--- config.mk ---
export PLATFORM = sky130hd
export DESIGN_NAME = imem_loader_readback
export DESIGN_NICKNAME = d
export VERILOG_FILES = /design/src/rtl/imem_loader_readback_pkg.sv /design/src/rtl/imem_loader_readback_byte_lane_packer.sv /design/src/rtl/imem_loader_readback.sv
export SDC_FILE = /design/constraint.sdc
export NUM_CORES = 1
export LEC_CHECK = 0
export CELL_PAD_IN_SITES_DETAIL_PLACEMENT = 1
export CELL_PAD_IN_SITES_GLOBAL_PLACEMENT = 1
export CORE_MARGIN = 2
export CORE_UTILIZATION = 39
export DETAILED_ROUTE_END_ITERATION = 6
export HOLD_SLACK_MARGIN = 0.05
export PLACE_DENSITY = 0.86
export SKIP_LAST_GASP = 1
export SYNTH_ARGS = -nofsm -noshare
export SYNTH_HDL_FRONTEND = slang
export SYNTH_HIERARCHICAL = 1
export SYNTH_SLANG_ARGS = --single-unit
export TNS_END_PERCENT = 30
--- constraint.sdc ---
create_clock -name sys_clk -period 6.3 [get_ports sys_clk]
set_input_delay 0.945 -clock sys_clk [delete_from_list [all_inputs] [get_ports sys_clk]]
set_output_delay 0.945 -clock sys_clk [all_outputs]
set_load 0.005 [all_outputs]
--- src/rtl/imem_loader_readback_pkg.sv ---
`default_nettype none
// ============================================================================
// Module   : imem_loader_readback_pkg
// Purpose  : Shared types and constants for the instruction-memory loader and
//            register-file / data-memory byte readback port.
// Revision : 1.0 - initial release
// ============================================================================
package imem_loader_readback_pkg;

  // Loader FSM states
  typedef enum logic [1:0] {
    LOAD  = 2'd0,
    FLUSH = 2'd1,
    RUN   = 2'd2,
    FULL  = 2'd3
  } state_t;

  // Readback source select
  localparam logic RD_SEL_DMEM = 1'b0;
  localparam logic RD_SEL_REG  = 1'b1;

  // Default instruction word width
  localparam int XLEN_DEFAULT = 32;

  // Index width for n items, never narrower than one bit
  function automatic int safe_clog2(input int n);
    return (n > 1) ? $clog2(n) : 1;
  endfunction

endpackage
`default_nettype wire

--- src/rtl/imem_loader_readback_byte_lane_packer.sv ---
`default_nettype none
// ============================================================================
// Module   : imem_loader_readback_byte_lane_packer
// Purpose  : Packs a byte stream little-endian into XLEN-bit words. Presents
//            a combinational word-complete strobe with the finished word on
//            the cycle the closing byte (or a flushing byte) is accepted.
// Revision : 1.0 - initial release
// ============================================================================
module imem_loader_readback_byte_lane_packer
  import imem_loader_readback_pkg::*;
#(
  parameter int XLEN = XLEN_DEFAULT
) (
  input  logic            clk,
  input  logic            rst,
  input  logic            byte_en,
  input  logic [7:0]      byte_in,
  input  logic            flush,
  output logic            word_valid,
  output logic [XLEN-1:0] word
);

  localparam int LANES  = XLEN / 8;
  localparam int LANE_W = safe_clog2(LANES);

  logic [LANE_W-1:0] lane_q, lane_d;
  logic [XLEN-1:0]   pack_q, pack_d;
  logic [XLEN-1:0]   merged;

  // Insert the incoming byte into its lane on top of the bytes gathered so far
  always_comb begin
    merged = pack_q;
    for (int i = 0; i < LANES; i++) begin
      if (lane_q == LANE_W'(i)) begin
        merged[8*i +: 8] = byte_in;
      end
    end
  end

  // Lanes above the current one are always zero in pack_q (it is cleared
  // after every word), so a flushed partial word is already zero-padded.
  assign word_valid = byte_en && (flush || (lane_q == LANE_W'(LANES - 1)));
  assign word       = merged;

  // Advance the lane, or restart packing once a word has been handed out
  always_comb begin
    lane_d = lane_q;
    pack_d = pack_q;
    if (word_valid) begin
      lane_d = '0;
      pack_d = '0;
    end else if (byte_en) begin
      lane_d = lane_q + LANE_W'(1);
      pack_d = merged;
    end
  end

  // Packing state registers
  always_ff @(posedge clk) begin
    if (rst) begin
      lane_q <= '0;
      pack_q <= '0;
    end else begin
      lane_q <= lane_d;
      pack_q <= pack_d;
    end
  end

endmodule
`default_nettype wire

--- src/rtl/imem_loader_readback.sv ---
`default_nettype none
// ============================================================================
// Module   : imem_loader_readback
// Purpose  : Host bring-up port. Loads a byte-serial program into instruction
//            memory with a valid/ready handshake, releases the core, and
//            offers a pipelined 2-cycle byte readback of the register file or
//            data memory.
// Revision : 1.0 - initial release
// ============================================================================
module imem_loader_readback
  import imem_loader_readback_pkg::*;
#(
  parameter  int XLEN       = XLEN_DEFAULT,
  parameter  int IMEM_DEPTH = 64,
  parameter  int ADDR_W     = 11,
  parameter  int REG_ADDR_W = 5,
  localparam int LANES      = XLEN / 8,
  localparam int LANE_W     = safe_clog2(LANES),
  localparam int IA_W       = safe_clog2(IMEM_DEPTH)
) (
  input  logic                  sys_clk,
  input  logic                  sys_reset,
  input  logic                  load_valid,
  input  logic [7:0]            load_byte,
  input  logic                  load_last,
  output logic                  load_ready,
  output logic                  imem_we,
  output logic [IA_W-1:0]       imem_waddr,
  output logic [XLEN-1:0]       imem_wdata,
  output logic                  cpu_run,
  output logic                  load_err,
  input  logic                  rd_req,
  input  logic                  rd_sel,
  input  logic [ADDR_W-1:0]     rd_addr,
  input  logic [LANE_W-1:0]     rd_lane,
  output logic [REG_ADDR_W-1:0] reg_raddr,
  output logic [ADDR_W-1:0]     dmem_raddr,
  input  logic [XLEN-1:0]       reg_rdata,
  input  logic [XLEN-1:0]       dmem_rdata,
  output logic                  rd_valid,
  output logic [7:0]            value_o
);

  // One extra bit so the pointer can reach IMEM_DEPTH (memory full)
  localparam int PTR_W = IA_W + 1;

  // ---------------------------------------------------------------- loader
  state_t            state_q, state_d;
  logic [PTR_W-1:0]  ptr_q, ptr_d;
  logic              load_ready_q, load_ready_d;
  logic              imem_we_q, imem_we_d;
  logic [IA_W-1:0]   imem_waddr_q, imem_waddr_d;
  logic [XLEN-1:0]   imem_wdata_q, imem_wdata_d;
  logic              cpu_run_q, cpu_run_d;
  logic              load_err_q, load_err_d;

  logic              accept;
  logic              ptr_full;
  logic              overflow;
  logic              pack_en;
  logic              word_valid;
  logic [XLEN-1:0]   word;

  assign accept   = load_valid && load_ready_q;
  assign ptr_full = (ptr_q == PTR_W'(IMEM_DEPTH));
  assign overflow = accept && ptr_full;
  assign pack_en  = accept && !ptr_full;

  imem_loader_readback_byte_lane_packer #(
    .XLEN (XLEN)
  ) u_packer (
    .clk        (sys_clk),
    .rst        (sys_reset),
    .byte_en    (pack_en),
    .byte_in    (load_byte),
    .flush      (load_last),
    .word_valid (word_valid),
    .word       (word)
  );

  // Loader next-state: pack, write completed words, flush, release or lock up
  always_comb begin
    state_d      = state_q;
    ptr_d        = ptr_q;
    imem_we_d    = 1'b0;
    imem_waddr_d = imem_waddr_q;
    imem_wdata_d = imem_wdata_q;
    load_err_d   = load_err_q;
    case (state_q)
      LOAD: begin
        if (overflow) begin
          // Byte dropped; an overflowing last byte also lands here
          load_err_d = 1'b1;
          state_d    = FULL;
        end else if (pack_en) begin
          if (word_valid) begin
            imem_we_d    = 1'b1;
            imem_waddr_d = ptr_q[IA_W-1:0];
            imem_wdata_d = word;
            ptr_d        = ptr_q + PTR_W'(1);
          end
          if (load_last) begin
            state_d = FLUSH;
          end
        end
      end
      // The final (full or zero-padded) word is on the write port this
      // cycle, so the core can be released next
      FLUSH:   state_d    = RUN;
      RUN:     state_d    = RUN;
      FULL:    load_err_d = 1'b1;
      default: state_d    = LOAD;
    endcase
    load_ready_d = (state_d == LOAD);
    cpu_run_d    = (state_q == RUN);
  end

  // Loader FSM and its registered outputs
  always_ff @(posedge sys_clk) begin
    if (sys_reset) begin
      state_q      <= LOAD;
      ptr_q        <= '0;
      load_ready_q <= 1'b1;
      imem_we_q    <= 1'b0;
      imem_waddr_q <= '0;
      imem_wdata_q <= '0;
      cpu_run_q    <= 1'b0;
      load_err_q   <= 1'b0;
    end else begin
      state_q      <= state_d;
      ptr_q        <= ptr_d;
      load_ready_q <= load_ready_d;
      imem_we_q    <= imem_we_d;
      imem_waddr_q <= imem_waddr_d;
      imem_wdata_q <= imem_wdata_d;
      cpu_run_q    <= cpu_run_d;
      load_err_q   <= load_err_d;
    end
  end

  assign load_ready = load_ready_q;
  assign imem_we    = imem_we_q;
  assign imem_waddr = imem_waddr_q;
  assign imem_wdata = imem_wdata_q;
  assign cpu_run    = cpu_run_q;
  assign load_err   = load_err_q;

  // -------------------------------------------------------------- readback
  // Stage 1 holds the sampled request and drives the read addresses; stage 2
  // tracks the request while the memories return data; value_o registers it.
  logic              req1_q, req1_d;
  logic              sel1_q, sel1_d;
  logic [ADDR_W-1:0] addr1_q, addr1_d;
  logic [LANE_W-1:0] lane1_q, lane1_d;
  logic              req2_q, req2_d;
  logic              sel2_q, sel2_d;
  logic [LANE_W-1:0] lane2_q, lane2_d;
  logic              rd_valid_q, rd_valid_d;
  logic [7:0]        value_q, value_d;
  logic [XLEN-1:0]   rb_word;
  logic [7:0]        rb_byte;

  assign rb_word = (sel2_q == RD_SEL_REG) ? reg_rdata : dmem_rdata;

  // Readback pipeline next-state and byte-lane selection
  always_comb begin
    req1_d  = rd_req;
    sel1_d  = rd_req ? rd_sel  : sel1_q;
    addr1_d = rd_req ? rd_addr : addr1_q;
    lane1_d = rd_req ? rd_lane : lane1_q;
    req2_d  = req1_q;
    sel2_d  = req1_q ? sel1_q  : sel2_q;
    lane2_d = req1_q ? lane1_q : lane2_q;
    rb_byte = 8'h00;
    for (int i = 0; i < LANES; i++) begin
      if (lane2_q == LANE_W'(i)) begin
        rb_byte = rb_word[8*i +: 8];
      end
    end
    rd_valid_d = req2_q;
    value_d    = req2_q ? rb_byte : value_q;
  end

  // Readback pipeline registers
  always_ff @(posedge sys_clk) begin
    if (sys_reset) begin
      req1_q     <= 1'b0;
      sel1_q     <= 1'b0;
      addr1_q    <= '0;
      lane1_q    <= '0;
      req2_q     <= 1'b0;
      sel2_q     <= 1'b0;
      lane2_q    <= '0;
      rd_valid_q <= 1'b0;
      value_q    <= 8'h00;
    end else begin
      req1_q     <= req1_d;
      sel1_q     <= sel1_d;
      addr1_q    <= addr1_d;
      lane1_q    <= lane1_d;
      req2_q     <= req2_d;
      sel2_q     <= sel2_d;
      lane2_q    <= lane2_d;
      rd_valid_q <= rd_valid_d;
      value_q    <= value_d;
    end
  end

  assign reg_raddr  = addr1_q[REG_ADDR_W-1:0];
  assign dmem_raddr = addr1_q;
  assign rd_valid   = rd_valid_q;
  assign value_o    = value_q;

endmodule
`default_nettype wire

==> run_results.csv <==
group,metric,value,unit
finish,drive_gt1_share,18.8,%
synth,yosysWarnings,6,
route,final_antenna_net_count,0,
finish,nets,771,
synth,syn_inst,540,
setup_path,cp-end-kind,"flip-flop",
synth,syn_area,0.00554,mm^2
sta,fin_crit,3920,ps
finish,area_delta_synth_final,38.2,%
die,ioPinCount,158,
clocking,cts_buffers,17,
power_and_ir_drop,p_per_area,275,mW/mm^2
setup_path,r2r_slack,2730,ps
finish,filler_cell_count,1524,
setup_path,timing.rr.start,"ptr_q[0]",
synth,synthArstFlopShare,0,%
route,drc,0,
clocking,h-tree-depth,4,
placed_design,place_inst,832,
synth,synth_fp_nets,640,
sta,slew_violations,0,
clocking,cts.sinks,113,
route,wirelength,15.7,mm
global_route,grt_pass1_wl,25.2,mm
global_route,antenna_found_initial,0,
setup_path,r2r_cells,11,
global_route,grt_max_degree,57,
setup_path,path_class,"input port to flip-flop",
sta,period_share,62.2,%
run,max-cap-violations,0,
die,start_util,39.9,%
placed_design,detailed_place_hpwl,10.7,mm
placed_design,place_area,0.00708,mm^2
setup_path,r2r_end,"imem_waddr[3]",
setup_path,crit_path_start,"load_valid",
synth,ys_ff_latch,113,
setup_path,crit_end,"imem_waddr[3]",
synth,synth_commonest_cells,"dfxtp_1, nor2_1, mux2i_1",
sta,fin_ws,2380,ps
global_route,grt_remaining_overflow,0,
clocking,clockRootBuffer,"clkbuf_16",
sta,max_freq,0.255,GHz
synth,netlist_top_cells_area,"dfxtp_1, mux2i_1, mux2_2",
die,floorplan.rows,43,
power_and_ir_drop,ir_worst_vdd,0.196,mV
synth,ys_types,44,
sta,rsz0062_at_grt,"false",
global_route,grt_pass1_vias,4900,
sta,slew_headroom,39.3,%
route,routed-via-count,4517,
synth,dominantRegCellSynth,"dfxtp_1",
sta,fin_skew,8.18,ps
synth,synth_area_per_cell,10.3,um^2
sta,setup_viol,0,
die,die_w,123,um
power_and_ir_drop,p_leak,2.74,nW
setup_path,worstPathMaxFanout,51,
sta,hold_violations,0,
sta,setup-tns-final,0,ps
placed_design,dp_slack,1970,ps
die,coreArea,0.0139,mm^2
setup_path,critPathArrivalTime,4190,ps
synth,yosysTopAreaCellShare,40.9,%
finish,n_antenna_cell,0,
die,die-area,0.0152,mm^2
finish,stdcell_area,0.00765,mm^2
placed_design,gp_congestion,0.762,
global_route,grtUsageTotal,21.7,%
sta,tightestPinTransition,908,ps
route,first_pass_iters,4,
clocking,tritoncts,"yes",
synth,synth_top_cell_by_area,"dfxtp_1",
clocking,insertion_delay,410,ps
clocking,ctsResizeCount,0,
clocking,post_cts.repair.setup_buffers,0,
worst_hold_path,hold_class,"flip-flop to flip-flop",
placed_design,port_buffers,157,
route,routed_via_density,5.24,
synth,yosysMostFrequentCell,"dfxtp_1",
worst_hold_path,hold_depth,1,
synth,synth_edf_count,0,
setup_path,critPathRequiredTime,6570,ps
route,dr.first_iter.drc_count,251,
finish,final_cell_count_no_fill,862,
clocking,clk_transition_reported_paths,50,ps
route,post_drt_wl_per_cell,18.2,um
synth,synth-seq-area-share,40.9,%
sta,holdWs,478,ps
setup_path,startpoint_type,"input port",
die,fp.dieH,123,um
clocking,cts_hold_buf,0,
outcome,status,"completed",
clocking,cts_max_path_buffers,2,
[kinds of logic (layout without fill, tap and decap cells)]
group / count (synthesis) / in the layout / share of synthesized area (%)
and+or+nand+nor: 152 / 152 / 14.0
muxes: 108 / 108 / 20.7
buffers and inverters: 61 / 203 / 6.17
DFF: 113 / 113 / 40.9
xor gates and xnor gates: 6 / 6 / 0.950
AOI/OAI and AO/OA: 91 / 91 / 15.3
adders and majority gates: 9 / 9 / 2.03
[area by class of cell]
cell class	count	area, um^2	area share, %
flip-flops and latches	113	2260	29.6
repair buffers	162	1610	21.0
well taps	180	225	2.94
multi-input cells	366	2940	38.5
clock inverters	6	80.1	1.05
inverters	11	41.3	0.540
clock buffers	24	492	6.43
[cells in the final DEF, fill, tap and decap left out, drive strengths merged, types with 8 or more instances in the layout]
cell type      Yosys  final
a211oi            25     25
a21bo             24     24
a31oi              8      8
clkbuf            16     24
clkdlybuf4s50      0    156
dfxtp            113    113
ha                 9      9
inv               11     11
mux2              32     32
mux2i             74     74
nand3             28     28
nor2              76     76
nor3               9      9
nor3b              9      9
o21ai             12     12
[power by group]
group	internal, W	leakage [nW]	switching [W]
Sequential	0.000753	0.917	0.0000317
Clock	0.000615	0.286	0.000313
Combinational	0.000197	1.53	0.000197
[sequential cells by signal, indices dropped and copies added (netlist names)]
register	count
lane2_q	2
cpu_run	1
sel2_q	1
ptr_q	7
imem_wdata	32
load_err	1
lane1_q	2
u_packer/lane_q	2
load_ready	1
rd_valid_d	1
u_packer/pack_q	32
state_q	2
sel1_q	1
value_o	8
rd_valid	1
req1_q	1
imem_we	1
dmem_raddr	11
imem_waddr	6
[worst max-delay path, cell delays in order]
cell and delay (ps):
clkdlybuf4s50_1 570, nand2_1 120, a21oi_4 120, buf_4 450
o21a_2 240, nand4_1 170, a21oi_4 740, buf_4 490
mux2i_1 260, nor2_1 60
[per-layer routing]
layer | track usage [%] | vias to the layer above | part of all wire, %
met2 | 38.0 | 142 | 51
li1 | - | 2182 | -
met4 | 7.39 | 0 | 1.5
met3 | 7.80 | 18 | 7.0
met5 | 0 | - | 0
met1 | 24.2 | 2175 | 40
[worst min path at each step]
| stage | slack [ps] | end | startpoint |
|---|---|---|---|
| 2_1_floorplan | 450 | u_packer/pack_q[24] | u_packer/pack_q[24] |
| 3_3_place_gp | 460 | u_packer/pack_q[26] | u_packer/pack_q[26] |
| 3_5_place_dp | 470 | value_o[6] | value_o[6] |
| 4_1_cts | 480 | u_packer/pack_q[27] | u_packer/pack_q[27] |
| 5_1_grt | 500 | u_packer/pack_q[27] | u_packer/pack_q[27] |
| 6_report | 480 | u_packer/pack_q[27] | u_packer/pack_q[27] |
[metrics by stage]
| step | power [W] | util, % |
|---|---|---|
| finish | 0.00211 | 55.1 |
| floorplan | 0.00105 | - |
| detailed placement | 0.00119 | 51.0 |
| global route | 0.00219 | 55.1 |
| global placement | 0.00117 | 51.0 |
| CTS | 0.00213 | 55.1 |
(Power assumes the default switching activity.)
